### src/rtl/gpio_bank.sv
// NUM_GPIO-pin GPIO bank with per-pin mode, atomic set/clear, input synchronisers
// and rising/falling edge interrupts with write-1-to-clear pending flags.
module gpio_bank #(
    parameter int NUM_GPIO    = 2,
    parameter int SYNC_STAGES = 2
) (
    input  logic                clk,
    input  logic                rst,
    input  logic                we,
    input  logic [31:0]         wraddr,
    input  logic [31:0]         wdata,
    output logic [31:0]         rdata,
    input  logic [NUM_GPIO-1:0] gpio_in,
    output logic [NUM_GPIO-1:0] gpio_out,
    output logic [NUM_GPIO-1:0] gpio_oe,
    output logic                irq
);

    typedef enum logic [2:0] {
        REG_CTRL = 3'd0,
        REG_DATA = 3'd1,
        REG_SET  = 3'd2,
        REG_CLR  = 3'd3,
        REG_IEN  = 3'd4,
        REG_RISE = 3'd5,
        REG_FALL = 3'd6,
        REG_PEND = 3'd7
    } reg_e;

    logic [2*NUM_GPIO-1:0] ctrl;
    logic [NUM_GPIO-1:0]   out_q, ien, rise_en, fall_en, pend, prev;
    logic [NUM_GPIO-1:0]   sync_q [SYNC_STAGES];
    logic [NUM_GPIO-1:0]   sync, is_out, is_in, edges, w1c;
    logic                  mapped, wr_en;
    reg_e                  reg_idx;
    logic                  unused_bits;

    assign mapped      = (wraddr[1:0] == 2'b00);
    assign wr_en       = we && mapped;
    assign reg_idx     = reg_e'(wraddr[4:2]);
    assign unused_bits = ^{wraddr[31:5], wdata};

    always_comb begin
        is_out = '0;
        is_in  = '0;
        for (int i = 0; i < NUM_GPIO; i++) begin
            is_out[i] = (ctrl[2*i +: 2] == 2'b01);
            is_in[i]  = (ctrl[2*i +: 2] == 2'b10);
        end
    end

    // prev follows sync in every mode, so entering input mode never sees a stale edge
    assign sync  = sync_q[SYNC_STAGES-1];
    assign edges = is_in & ((sync & ~prev & rise_en) | (~sync & prev & fall_en));
    assign w1c   = (wr_en && reg_idx == REG_PEND) ? wdata[NUM_GPIO-1:0] : '0;

    always_ff @(posedge clk) begin
        if (rst) begin
            ctrl    <= '0;
            out_q   <= '0;
            ien     <= '0;
            rise_en <= '0;
            fall_en <= '0;
            pend    <= '0;
            prev    <= '0;
            for (int s = 0; s < SYNC_STAGES; s++) begin
                sync_q[s] <= '0;
            end
        end else begin
            sync_q[0] <= gpio_in;
            for (int s = 1; s < SYNC_STAGES; s++) begin
                sync_q[s] <= sync_q[s-1];
            end
            prev <= sync;
            pend <= (pend & ~w1c) | edges;
            if (wr_en) begin
                case (reg_idx)
                    REG_CTRL: ctrl    <= wdata[2*NUM_GPIO-1:0];
                    REG_DATA: out_q   <= wdata[NUM_GPIO-1:0];
                    REG_SET:  out_q   <= out_q | wdata[NUM_GPIO-1:0];
                    REG_CLR:  out_q   <= out_q & ~wdata[NUM_GPIO-1:0];
                    REG_IEN:  ien     <= wdata[NUM_GPIO-1:0];
                    REG_RISE: rise_en <= wdata[NUM_GPIO-1:0];
                    REG_FALL: fall_en <= wdata[NUM_GPIO-1:0];
                    default: ;
                endcase
            end
        end
    end

    always_comb begin
        rdata = '0;
        if (!rst && mapped) begin
            case (reg_idx)
                REG_CTRL: rdata = 32'(ctrl);
                REG_DATA: rdata = 32'((out_q & is_out) | (sync & is_in));
                REG_IEN:  rdata = 32'(ien);
                REG_RISE: rdata = 32'(rise_en);
                REG_FALL: rdata = 32'(fall_en);
                REG_PEND: rdata = 32'(pend);
                default:  rdata = '0;
            endcase
        end
    end

    assign gpio_out = out_q;
    assign gpio_oe  = is_out;
    assign irq      = |(pend & ien);

endmodule

### config.mk
export PLATFORM = sky130hd
export DESIGN_NAME = gpio_bank
export DESIGN_NICKNAME = d
export VERILOG_FILES = /design/src/rtl/gpio_bank.sv
export SDC_FILE = /design/constraint.sdc
export NUM_CORES = 1
export LEC_CHECK = 0
export BUFFER_PORTS_ARGS = -buffer_cell sky130_fd_sc_hd__buf_2
export CAP_MARGIN = 20
export CORE_ASPECT_RATIO = 1.5
export CORE_MARGIN = 4
export CORE_UTILIZATION = 40
export CTS_CLUSTER_DIAMETER = 120
export DETAILED_ROUTE_END_ITERATION = 10
export PLACE_DENSITY = 0.85
export SYNTH_ARGS = -nofsm -noshare
export SYNTH_HDL_FRONTEND = slang
export SYNTH_SLANG_ARGS = --single-unit
### constraint.sdc
create_clock -name clk -period 2.5 [get_ports clk]
set_input_delay 0.5 -clock clk [delete_from_list [all_inputs] [get_ports clk]]
set_output_delay 0.5 -clock clk [all_outputs]
set_load 0.05 [all_outputs]
* Yosys cells after proc, flatten, opt, wreduce, memory -nomap -nowiden
Memories as Yosys holds them, arrays and structs flattened.
Cells that the tools add are included.
Widths: inputs -> output; s select.
** Storage, ports and cells
- Input bits :: 69
- Memory bits (writable) :: 4
- Latch bits :: 0
- Register bits :: 16
- Memories kept :: 1
- ROM bits :: 0
- Logic and storage cells :: 61
- Output and inout bits :: 37
** Operators by class
- Reduce and logical (&&, ||, !) cells :: 13
- Eq/ne operators :: 11
- Muxes and demuxes :: 9
- Multipliers :: 0
- Add/sub/neg operators :: 0
- Shifts and indexed selects :: 0
- Bitwise gates (word level) :: 20
- Divide/modulo/power cells :: 0
- Order comparisons :: 0
** Memory list
- sync_q :: words 2, width 2, read ports 2, clocked after memory_dff 0, write ports 2, RTL line 32 : logic [NUM_GPIO-1:0] sync_q [SYNC_STAGES];
** Operators by type and width (number)
- $pmux 4 s6 :: 1
- $and 2x2->2 :: 10
- $eq 3x3->1 const B :: 4
- $reduce_and 2->1 :: 5
- $not 2->2 :: 4
- $or 2x2->2 :: 4
- $eq 3x2->1 const B :: 2
- $mux 2 :: 3
- $pmux 2 s3 :: 1
- $eq 2x1->1 const B :: 2
- $eq 2x2->1 const B :: 2
- $mux 4 :: 1
- $eq 3x1->1 const B :: 1
- $logic_and 1x1->1 :: 3
- $logic_not 3->1 :: 1
- $mux 1 :: 3
- $reduce_bool 3->1 :: 1
- $logic_not 2->1 :: 1
- $or 1x1->1 :: 2
- $reduce_or 2->1 :: 1
- $logic_not 1->1 :: 1

* Depth between registers and ports, before layout
Gate-level depths: netlist (run 1).
- Depth after elaboration :: 7
- Gate-level depth with buffers :: 5
- Depth with buffers taken out :: 4

* Least setup slack after synthesis (run 1)
Ideal clock, no wire load.
- Kind :: reg2out
- Start point :: register ctrl[2]
- End point :: output rdata[1]
- Setup slack :: -0.292 ns
- Data required time :: 2.000 ns
- Path buffers :: 0
- Cell stages (with the launch flop) :: 5
- Data arrival time :: 2.292 ns
- Cells stage by stage :: dfxtp_1 -> nor2b_1 -> a22oi_1 -> o22a_1 -> a21oi_1
** Between the ends
- Longest elaborated chain between the ends :: 5
- Elaborated cells on any way between the ends :: 7
- Those cells by class :: eq/ne: 2; mux: 2; bitwise: 3
** RTL lines
- start: declaration :: RTL line 30 : logic [2*NUM_GPIO-1:0] ctrl;
- start signal: assignment :: RTL line 78 : REG_CTRL: ctrl <= wdata[2*NUM_GPIO-1:0];
- $eq 2x1->1 :: RTL line 47 : is_out[i] = (ctrl[2*i +: 2] == 2'b01);
- net gpio_oe[1] :: RTL line 15 : output logic [NUM_GPIO-1:0] gpio_oe,
- $and 2x2->2 :: RTL line 96 : REG_DATA: rdata = 32'((out_q & is_out) | (sync & is_in));
- $or 2x2->2 :: RTL line 96
- $pmux 4 s6 :: RTL line 94 : case (reg_idx)
- $mux 4 :: RTL line 93 : if (!rst && mapped) begin
- end: declaration :: RTL line 12 : output logic [31:0] rdata,
The timed path passes the listed nets, and every way through them passes these cells.

* Final worst setup path (run 1)
- Start point :: input wraddr[1]
- End point :: output rdata[3]
** Between the ends
- Longest elaborated chain between the ends :: 3
** RTL lines
- start: declaration :: RTL line 10 : input logic [31:0] wraddr,
- $logic_not 2->1 :: RTL line 38 : assign mapped = (wraddr[1:0] == 2'b00);
- $logic_and 1x1->1 :: RTL line 93
- $mux 4 :: RTL line 93
No other way between the ends.

==> impl_metrics.tcl, run 1 <==
set metrics [dict create \
    status "complete, no violations" \
    fillers 290 \
    switching_power_uw 232.9 \
    dr.pass1.iters 4 \
    ys_seq_elements 20 \
    cts_buffers 3 \
    synth_top_cell_area_share 0.3379 \
    antenna_cells 0 \
    vias 975 \
    clock_latency_ps 260 \
    synth_top_area_cell "dfxtp_1" \
    cts_tree "done" \
    synthFlopType "dfxtp_1" \
    overflow 0 \
    wl_per_cell_microns 12.07 \
    finalHoldViolCount 0 \
    hp-class "flip-flop to flip-flop" \
    postSynthAreaPerCell_sq_um 8.403 \
    groute.usage.overall 0.1277 \
    place_area_sq_mm 0.001229 \
    clockPowerShare 0.404 \
    finalCritPeriodShare 0.8641 \
    fin_util 0.4706 \
    netlist-cell-type-count 29 \
    powerDensity_mw_per_mm2 608.3 \
    antenna_found_initial 0 \
    clock_sinks 20 \
    cts_root_buffer "clkbuf_8" \
    maxCapViolations 0 \
    die_y_microns 74.66 \
    area_growth_pct 9.715 \
    worstSetupPathType "input port to output port" \
    crit_path_start_kind "input port" \
    dp.final_hpwl_microns 1782 \
    cts.repair.resized 0 \
    drt-total-wl_microns 2390 \
    htree_levels 1 \
    finalSetupTns_ps 0 \
    via_per_inst 4.924 \
    cpMaxStageDelayCell "or3_1" \
    synth-edff-count 0 \
    ir_worst_vdd_v 0.0003849 \
    rsz0062_at_grt "no" \
    final_cell_area_sq_mm 0.001300 \
    ys_seq_area_frac 0.3379 \
    report.final.setup_viol 0 \
    critical_path.top_delay_family "simple AND/OR/NAND/NOR gates" \
    clockBufferDepth 2 \
    setup_ws_ps 339.7 \
    seqPwrFrac 0.414 \
    power_leakage_uw 0.0005753 \
    grt_max_degree 21 \
    pwr-share-comb 0.182 \
    cp-end-kind "output port" \
    cts_hold_buffers 0 \
    port_buffers 22 \
    post-place-ws_ps 333.4 \
    drc_errors 0 \
    skew_ps 5.712 \
    io_pins 106 \
    p_sw_frac 0.2945 \
    min_period_ps 2160 \
    grt_pass1_wl_microns 3657 \
    path_max_fanout 3 \
    drive_gt1_frac 0.2174 \
    yosysWarnings 0 \
    intPower_uw 557.9 \
    synthTopCellsByCount "buf_4, dfxtp_1, nor2_1" \
    floorplan.die_area_sq_mm 0.003915 \
    coreArea_sq_mm 0.002763 \
    synth_area_sq_mm 0.001185 \
    start_util 0.4289 \
    grt_pass1_vias 872 \
    maxSlewViolCount 0 \
    fin_nets 231 \
    drt_iter0_markers 33 \
    synth_cells 141 \
    postCtsSetupRepairBufs 0 \
    crit_buf_inv 2 \
    arrival_ps 1660 \
    fmax_mhz 462.9 \
    antenna_left 0 \
    layout.cells.non_filler 198 \
    crit_chain "buf_2 > or3_1 > nor4_1 > and2_1 > buf_2" \
    dp_cells 194 \
    synth.area.top_cells "dfxtp_1, buf_4, mux2i_1" \
    cp_common_cell "buf_2" \
    die_x_microns 52.44 \
    synth-async-reset-ratio 0 \
    path_clk_slew_ps 70 \
    crit_required_ps 2000 \
    place_congestion 0.9389 \
    fp-row-count 23 \
    slowest_delay_ps 380 \
    yosys.cell_count.top_type "buf_4" \
]
## sequential cells by signal (all words and copies together), names as in the netlist
| name | cells |
|---|---|
| prev | 2 |
| rise_en | 2 |
| ctrl | 4 |
| sync_q | 4 |
| ien | 2 |
| fall_en | 2 |
| gpio_out | 2 |
| pend | 2 |
## layer usage
| layer | global-route usage | part of all wire |
|---|---|---|
| met3 | 0.02178 | 0.090 |
| met4 | 0.1108 | 0.036 |
| met5 | 0 | 0 |
| met2 | 0.2086 | 0.48 |
| met1 | 0.1400 | 0.39 |
## placed cells by master, fill, tap and decap left out, types with 2 or more instances in the layout
cell / Yosys / layout
nand3_1: 4 / 4
nand2_1: 8 / 8
nor2b_2: 0 / 2
nor2_1: 16 / 16
a22oi_1: 6 / 6
o22a_1: 2 / 2
and2_1: 3 / 3
or3_1: 2 / 2
a21oi_2: 0 / 2
mux2i_1: 10 / 10
dfxtp_1: 20 / 20
a21oi_1: 4 / 2
a22o_1: 3 / 3
o21ai_0: 3 / 3
mux2_2: 2 / 2
nor2b_1: 10 / 8
clkbuf_8: 0 / 3
nor3_1: 2 / 2
conb_1: 1 / 28
nor3b_1: 2 / 2
buf_2: 0 / 22
## per-stage QoR
step / hold WS (ps) / total power, uW
floorplan: 413.8 / 490.0
global placement: 415.3 / 475.7
detailed placement: 425.1 / 476.7
CTS: 432.4 / 801.4
global route: 458.0 / 820.8
finish: 439.1 / 790.7
## final timing paths
| kind | startpoint | endpoint | slack (ps) | depth (start not counted) |
|---|---|---|---|---|
| hold / removal | sync_q[0][1] | sync_q[0][3] | 440 | 1 |
| hold reg to reg | sync_q[0][1] | sync_q[0][3] | 440 | 1 |
| setup / recovery | wraddr[1] | rdata[3] | 340 | 5 |
| setup reg to reg | sync_q[0][3] | pend[1] | 1560 | 4 |
## kinds of logic (layout without fill, tap and decap cells)
family | after synthesis | count (layout) | share of synthesized area
simple gates | 53 | 53 | 0.2387
buf+inv | 35 | 28 | 0.2006
compound gates | 20 | 20 | 0.1162
flops | 20 | 20 | 0.3379
mux | 12 | 12 | 0.1035
other cells | 1 | 28 | 0.003165
## cell type report
class                           instances  area [sq um]  share of cell area
Multi-Input combinational cell        113         660.6              0.5082
Sequential cell                        20         400.4              0.3080
Timing Repair Buffer                   23         117.6             0.09047
Tap cell                               37         46.29             0.03561
Clock buffer                            3         41.29             0.03176
Clock inverter                          1         30.03             0.02310
Inverter                                1         3.754            0.002887
## power groups by stage
stage                     logic, uW  registers [uW]  clock network [uW]
after global routing            151             328                 341
after detailed placement        142             335                   0
after global placement          141             334                   0
after floorplan                 155             335                   0
final                           144             327                 319
after CTS                       143             327                 332
Power figures use the tool's default switching activity.
==> inputs of run 2 (changes only) <==
--- a/config.mk
+++ b/config.mk
@@ -9,10 +9,11 @@
 export CAP_MARGIN = 20
 export CORE_ASPECT_RATIO = 1.5
 export CORE_MARGIN = 4
-export CORE_UTILIZATION = 40
+export CORE_UTILIZATION = 41
+export CTS_BUF_LIST = sky130_fd_sc_hd__clkbuf_2
 export CTS_CLUSTER_DIAMETER = 120
 export DETAILED_ROUTE_END_ITERATION = 10
-export PLACE_DENSITY = 0.85
+export PLACE_DENSITY = 0.87
 export SYNTH_ARGS = -nofsm -noshare
 export SYNTH_HDL_FRONTEND = slang
 export SYNTH_SLANG_ARGS = --single-unit
==> run 2 against run 1 <==
Maximum frequency shrank 2.5%. First-iteration DRC count is 64% lower. Highest routed layer unchanged. Sequential share of layout area up 1.3 points. Register-to-register slack hardly changed. Setup slack got worse by 56 ps. Core utilization is 1.4 points lower.
==> impl_metrics.tcl, run 2 (synthesis results as in run 1) <==
set metrics [dict create \
    via_per_inst 4.813 \
    dp.final_hpwl_microns 1891 \
    power_leakage_uw 0.0005536 \
    path_max_fanout 3 \
    final_common_cell "conb_1" \
    fin_total_pwr_uw 603.2 \
    hp-class "input port to flip-flop" \
    cts_root_buffer "clkbuf_2" \
    floorplan.die_area_sq_mm 0.003832 \
    die_y_microns 73.84 \
    clockBufferDepth 2 \
    die_x_microns 51.90 \
    grt_pass1_wl_microns 3753 \
    drc_errors 0 \
    dr.pass1.iters 4 \
    drt_iter0_markers 12 \
    vias 953 \
    antenna_found_initial 0 \
    port_buffers 22 \
    skew_ps 0.4260 \
    wl_per_cell_microns 12.01 \
    largestRegisters "ctrl (4), sync_q (4)" \
    clock_sinks 20 \
    drive_gt1_frac 0.2112 \
    start_util 0.4334 \
    report.final.setup_viol 0 \
    seqPwrFrac 0.544 \
    final_cell_area_sq_mm 0.001247 \
    fp-row-count 23 \
    maxSlewViolCount 0 \
    p_sw_frac 0.3708 \
    htree_levels 1 \
    overflow 0 \
    cts_hold_buffers 0 \
    arrival_ps 1720 \
    fin_util 0.4563 \
    min_period_ps 2216 \
    groute.usage.overall 0.1322 \
    grt_max_degree 21 \
    status "complete, no violations" \
    path_clk_slew_ps 180 \
    pwr-share-comb 0.239 \
    cp-end-kind "output port" \
    io_pins 106 \
    fmax_mhz 451.2 \
    crit_path_start_kind "input port" \
    cts.repair.resized 0 \
    rsz0062_at_grt "no" \
    post-place-ws_ps 288.7 \
    maxCapViolations 0 \
    worstSetupPathType "input port to output port" \
    powerDensity_mw_per_mm2 483.5 \
    ir_worst_vdd_v 0.0002250 \
    coreArea_sq_mm 0.002734 \
    place_area_sq_mm 0.001229 \
    clockPowerShare 0.217 \
    cts_tree "done" \
    intPower_uw 379.5 \
    clock_latency_ps 310 \
    finalHoldViolCount 0 \
    crit_required_ps 2000 \
    drt-total-wl_microns 2377 \
    switching_power_uw 223.7 \
    antenna_left 0 \
    grt_pass1_vias 902 \
    area_growth_pct 5.280 \
    setup_ws_ps 283.6 \
    antenna_cells 0 \
    fin_nets 231 \
    finalSetupTns_ps 0 \
    fillers 279 \
    finalCritPeriodShare 0.8866 \
    final_cell_mix "conb_1, buf_2, dfxtp_1" \
    cts_buffers 3 \
    place_congestion 0.8372 \
    postCtsSetupRepairBufs 0 \
]
[run 2: cell types whose count changed in the layout (fill, tap and decap cells not counted)]
cell	before	now
clkbuf_8	3	0
bufinv_16	1	0
clkbuf_2	0	3
clkinv_1	0	1
[run 2: final timing paths]
check,startpoint,endpoint,slack (ps),cells after the start
worst max-delay path,wraddr[1],rdata[3],280,5
worst min-delay path,gpio_in[1],sync_q[0][1],380,2
worst max register to register,sync_q[0][3],pend[1],1570,4
worst min register to register,sync_q[0][0],sync_q[0][2],460,1
[run 2: power groups by stage]
stage               clock, uW  sequential (uW)  combinational, uW
global route              151              329                152
global placement            0              334                141
floorplan                   0              335                155
detailed placement          0              335                143
CTS                       137              328                143
finish                    131              328                144
[run 2: routing by layer]
| metal | wire [microns] | part of all wire | global-route usage | vias to the layer above |
|---|---|---|---|---|
| li1 | - | - | - | 463 |
| met1 | 830 | 0.35 | 0.1231 | 448 |
| met2 | 1313 | 0.55 | 0.2448 | 36 |
| met3 | 175 | 0.074 | 0.03043 | 6 |
| met4 | 59 | 0.025 | 0.09038 | 0 |
| met5 | 0 | 0 | 0 | - |
[run 2: final cells by class]
type | instances | area [sq um] | share of cell area
Multi-Input combinational cell | 113 | 660.6 | 0.5296
Sequential cell | 20 | 400.4 | 0.3210
Timing Repair Buffer | 23 | 117.6 | 0.09428
Tap cell | 37 | 46.29 | 0.03711
Clock buffer | 3 | 15.01 | 0.01204
Clock inverter | 1 | 3.754 | 0.003009
Inverter | 1 | 3.754 | 0.003009
[run 2: stage by stage]
step,hold WS [ps],cells
after floorplan,413.8,168
after global placement,415.2,194
after detailed placement,422.0,194
after CTS,361.2,198
after global routing,380.0,198
final,378.3,198
[run 2: worst max-delay path, cell delays in order]
cell	delay, ps
buf_2	110
or3_1	380
nor4_1	270
and2_1	190
buf_2	270
==> inputs of run 3 (changes only) <==
==> constraint.sdc (replaced) <==
create_clock -name clk -period 2.5 [get_ports clk]
set_input_delay 0.5 -clock clk [delete_from_list [all_inputs] [get_ports clk]]
set_output_delay 0.5 -clock clk [all_outputs]
set_load 0.01 [all_outputs]
==> run 3 against run 2 <==
Maximum frequency increased by 6.7%. Flip-flop and latch count stayed put. Combinational power shrank 52%. Critical path type unchanged. Highest routed layer unchanged.
==> impl_metrics.tcl, run 3 (synthesis results as in run 1) <==
set metrics [dict create \
    status "complete, no violations" \
    clockBufferDepth 2 \
    postCtsSetupRepairBufs 0 \
    maxCapViolations 0 \
    cts_buffers 3 \
    cts.repair.resized 0 \
    final_common_cell "conb_1" \
    clockPowerShare 0.243 \
    met1_usage 0.1445 \
    top_usage_layer "met2" \
    skew_ps 4.986 \
    port_buffers 22 \
    finalCritPeriodShare 0.8306 \
    start_util 0.4334 \
    crit_path_start_kind "input port" \
    use_met3 0.02840 \
    io_pins 106 \
    fp-row-count 23 \
    powerDensity_mw_per_mm2 424.5 \
    fin_util 0.4517 \
    grt_max_degree 21 \
    overflow 0 \
    clock_latency_ps 300 \
    rrSetupSlack_ps 1530 \
    maxSlewViolCount 0 \
    path_clk_slew_ps 170 \
    area_growth_pct 4.224 \
    setup_ws_ps 423.6 \
    p_sw_frac 0.2761 \
    rsz0062_at_grt "no" \
    antenna_left 0 \
    grtUsageMet2 0.2196 \
    finalSetupTns_ps 0 \
    path_max_fanout 3 \
    final_cell_area_sq_mm 0.001235 \
    ir_worst_vdd_v 0.0002467 \
    dr.pass1.iters 4 \
    final_cell_mix "conb_1, buf_2, dfxtp_1" \
    seqPwrFrac 0.625 \
    worstSetupPathType "input port to output port" \
    fmax_mhz 481.6 \
    dp.final_hpwl_microns 1837 \
    wl_per_cell_microns 11.68 \
    cp-end-kind "output port" \
    groute.usage.overall 0.1314 \
    cts_root_buffer "clkbuf_2" \
    finalHoldViolCount 0 \
    clock_sinks 20 \
    floorplan.die_area_sq_mm 0.003832 \
    layout.cells.non_filler 198 \
    drive_gt1_frac 0.1863 \
    hp-class "input port to flip-flop" \
    largestRegisters "ctrl (4), sync_q (4)" \
    drt-total-wl_microns 2313 \
    grt_pass1_vias 867 \
    antenna_cells 0 \
    place_congestion 0.8091 \
    place_area_sq_mm 0.001216 \
    cts_hold_buffers 0 \
    intPower_uw 379.5 \
    fin_nets 231 \
    crit_required_ps 2000 \
    report.final.setup_viol 0 \
    drt_iter0_markers 17 \
    pwr-share-comb 0.131 \
    drc_errors 0 \
    vias 952 \
    post-place-ws_ps 367.3 \
    htree_levels 1 \
    antenna_found_initial 0 \
    coreArea_sq_mm 0.002734 \
    die_x_microns 51.90 \
    power_leakage_uw 0.0005537 \
    die_y_microns 73.84 \
    dp_cells 194 \
    switching_power_uw 144.7 \
    min_period_ps 2076 \
    cts_tree "done" \
    grt_pass1_wl_microns 3739 \
    via_per_inst 4.808 \
    arrival_ps 1580 \
]
==> run 3: cell types whose count changed in the layout (fill, tap and decap cells not counted) <==
cell | previous run | this run
a21oi_1 | 2 | 4
nor2b_2 | 2 | 0
nor2b_1 | 8 | 10
a21oi_2 | 2 | 0
==> run 3: stage by stage <==
stage / hold slack (ps) / total power [uW]
floorplan: 413.8 / 412.9
global placement: 417.1 / 400.6
detailed placement: 432.4 / 401.9
CTS: 372.0 / 530.6
global route: 383.8 / 548.4
finish: 393.2 / 524.2
==> run 3: metal layers <==
metal | up-vias | wire, microns | part of all wire
met4 | 0 | 63 | 0.027
li1 | 471 | - | -
met3 | 6 | 201 | 0.087
met2 | 42 | 1127 | 0.49
met5 | - | 0 | 0
met1 | 433 | 921 | 0.40
==> run 3: power groups by stage <==
| stage | Sequential (uW) | Combinational (uW) | Clock (uW) |
|---|---|---|---|
| after detailed placement | 334 | 67.4 | 0 |
| after global routing | 329 | 77.0 | 143 |
| after floorplan | 334 | 79.1 | 0 |
| after CTS | 328 | 67.6 | 135 |
| final | 328 | 68.7 | 128 |
| after global placement | 334 | 66.4 | 0 |
==> run 3: area by class of cell <==
cell class	count	area [sq um]
fill	282	1499
multi-input combinational	113	648.1
sequential	20	400.4
timing repair buffer	23	117.6
tap	37	46.29
clock buffer	3	15.01
clock inverter	1	3.754
inverter	1	3.754
==> run 3: worst max-delay path: stages <==
cell and delay, ps:
buf_2 110, or3_1 390, nor4_1 280, and2_1 180, buf_2 120
==> run 3: final timing paths <==
path,from,to,cells after the start
hold reg to reg,sync_q[0][0],sync_q[0][2],1
setup reg to reg,rise_en[1],pend[1],4
hold / removal,gpio_in[0],sync_q[0][0],2
setup / recovery,wraddr[1],rdata[2],5
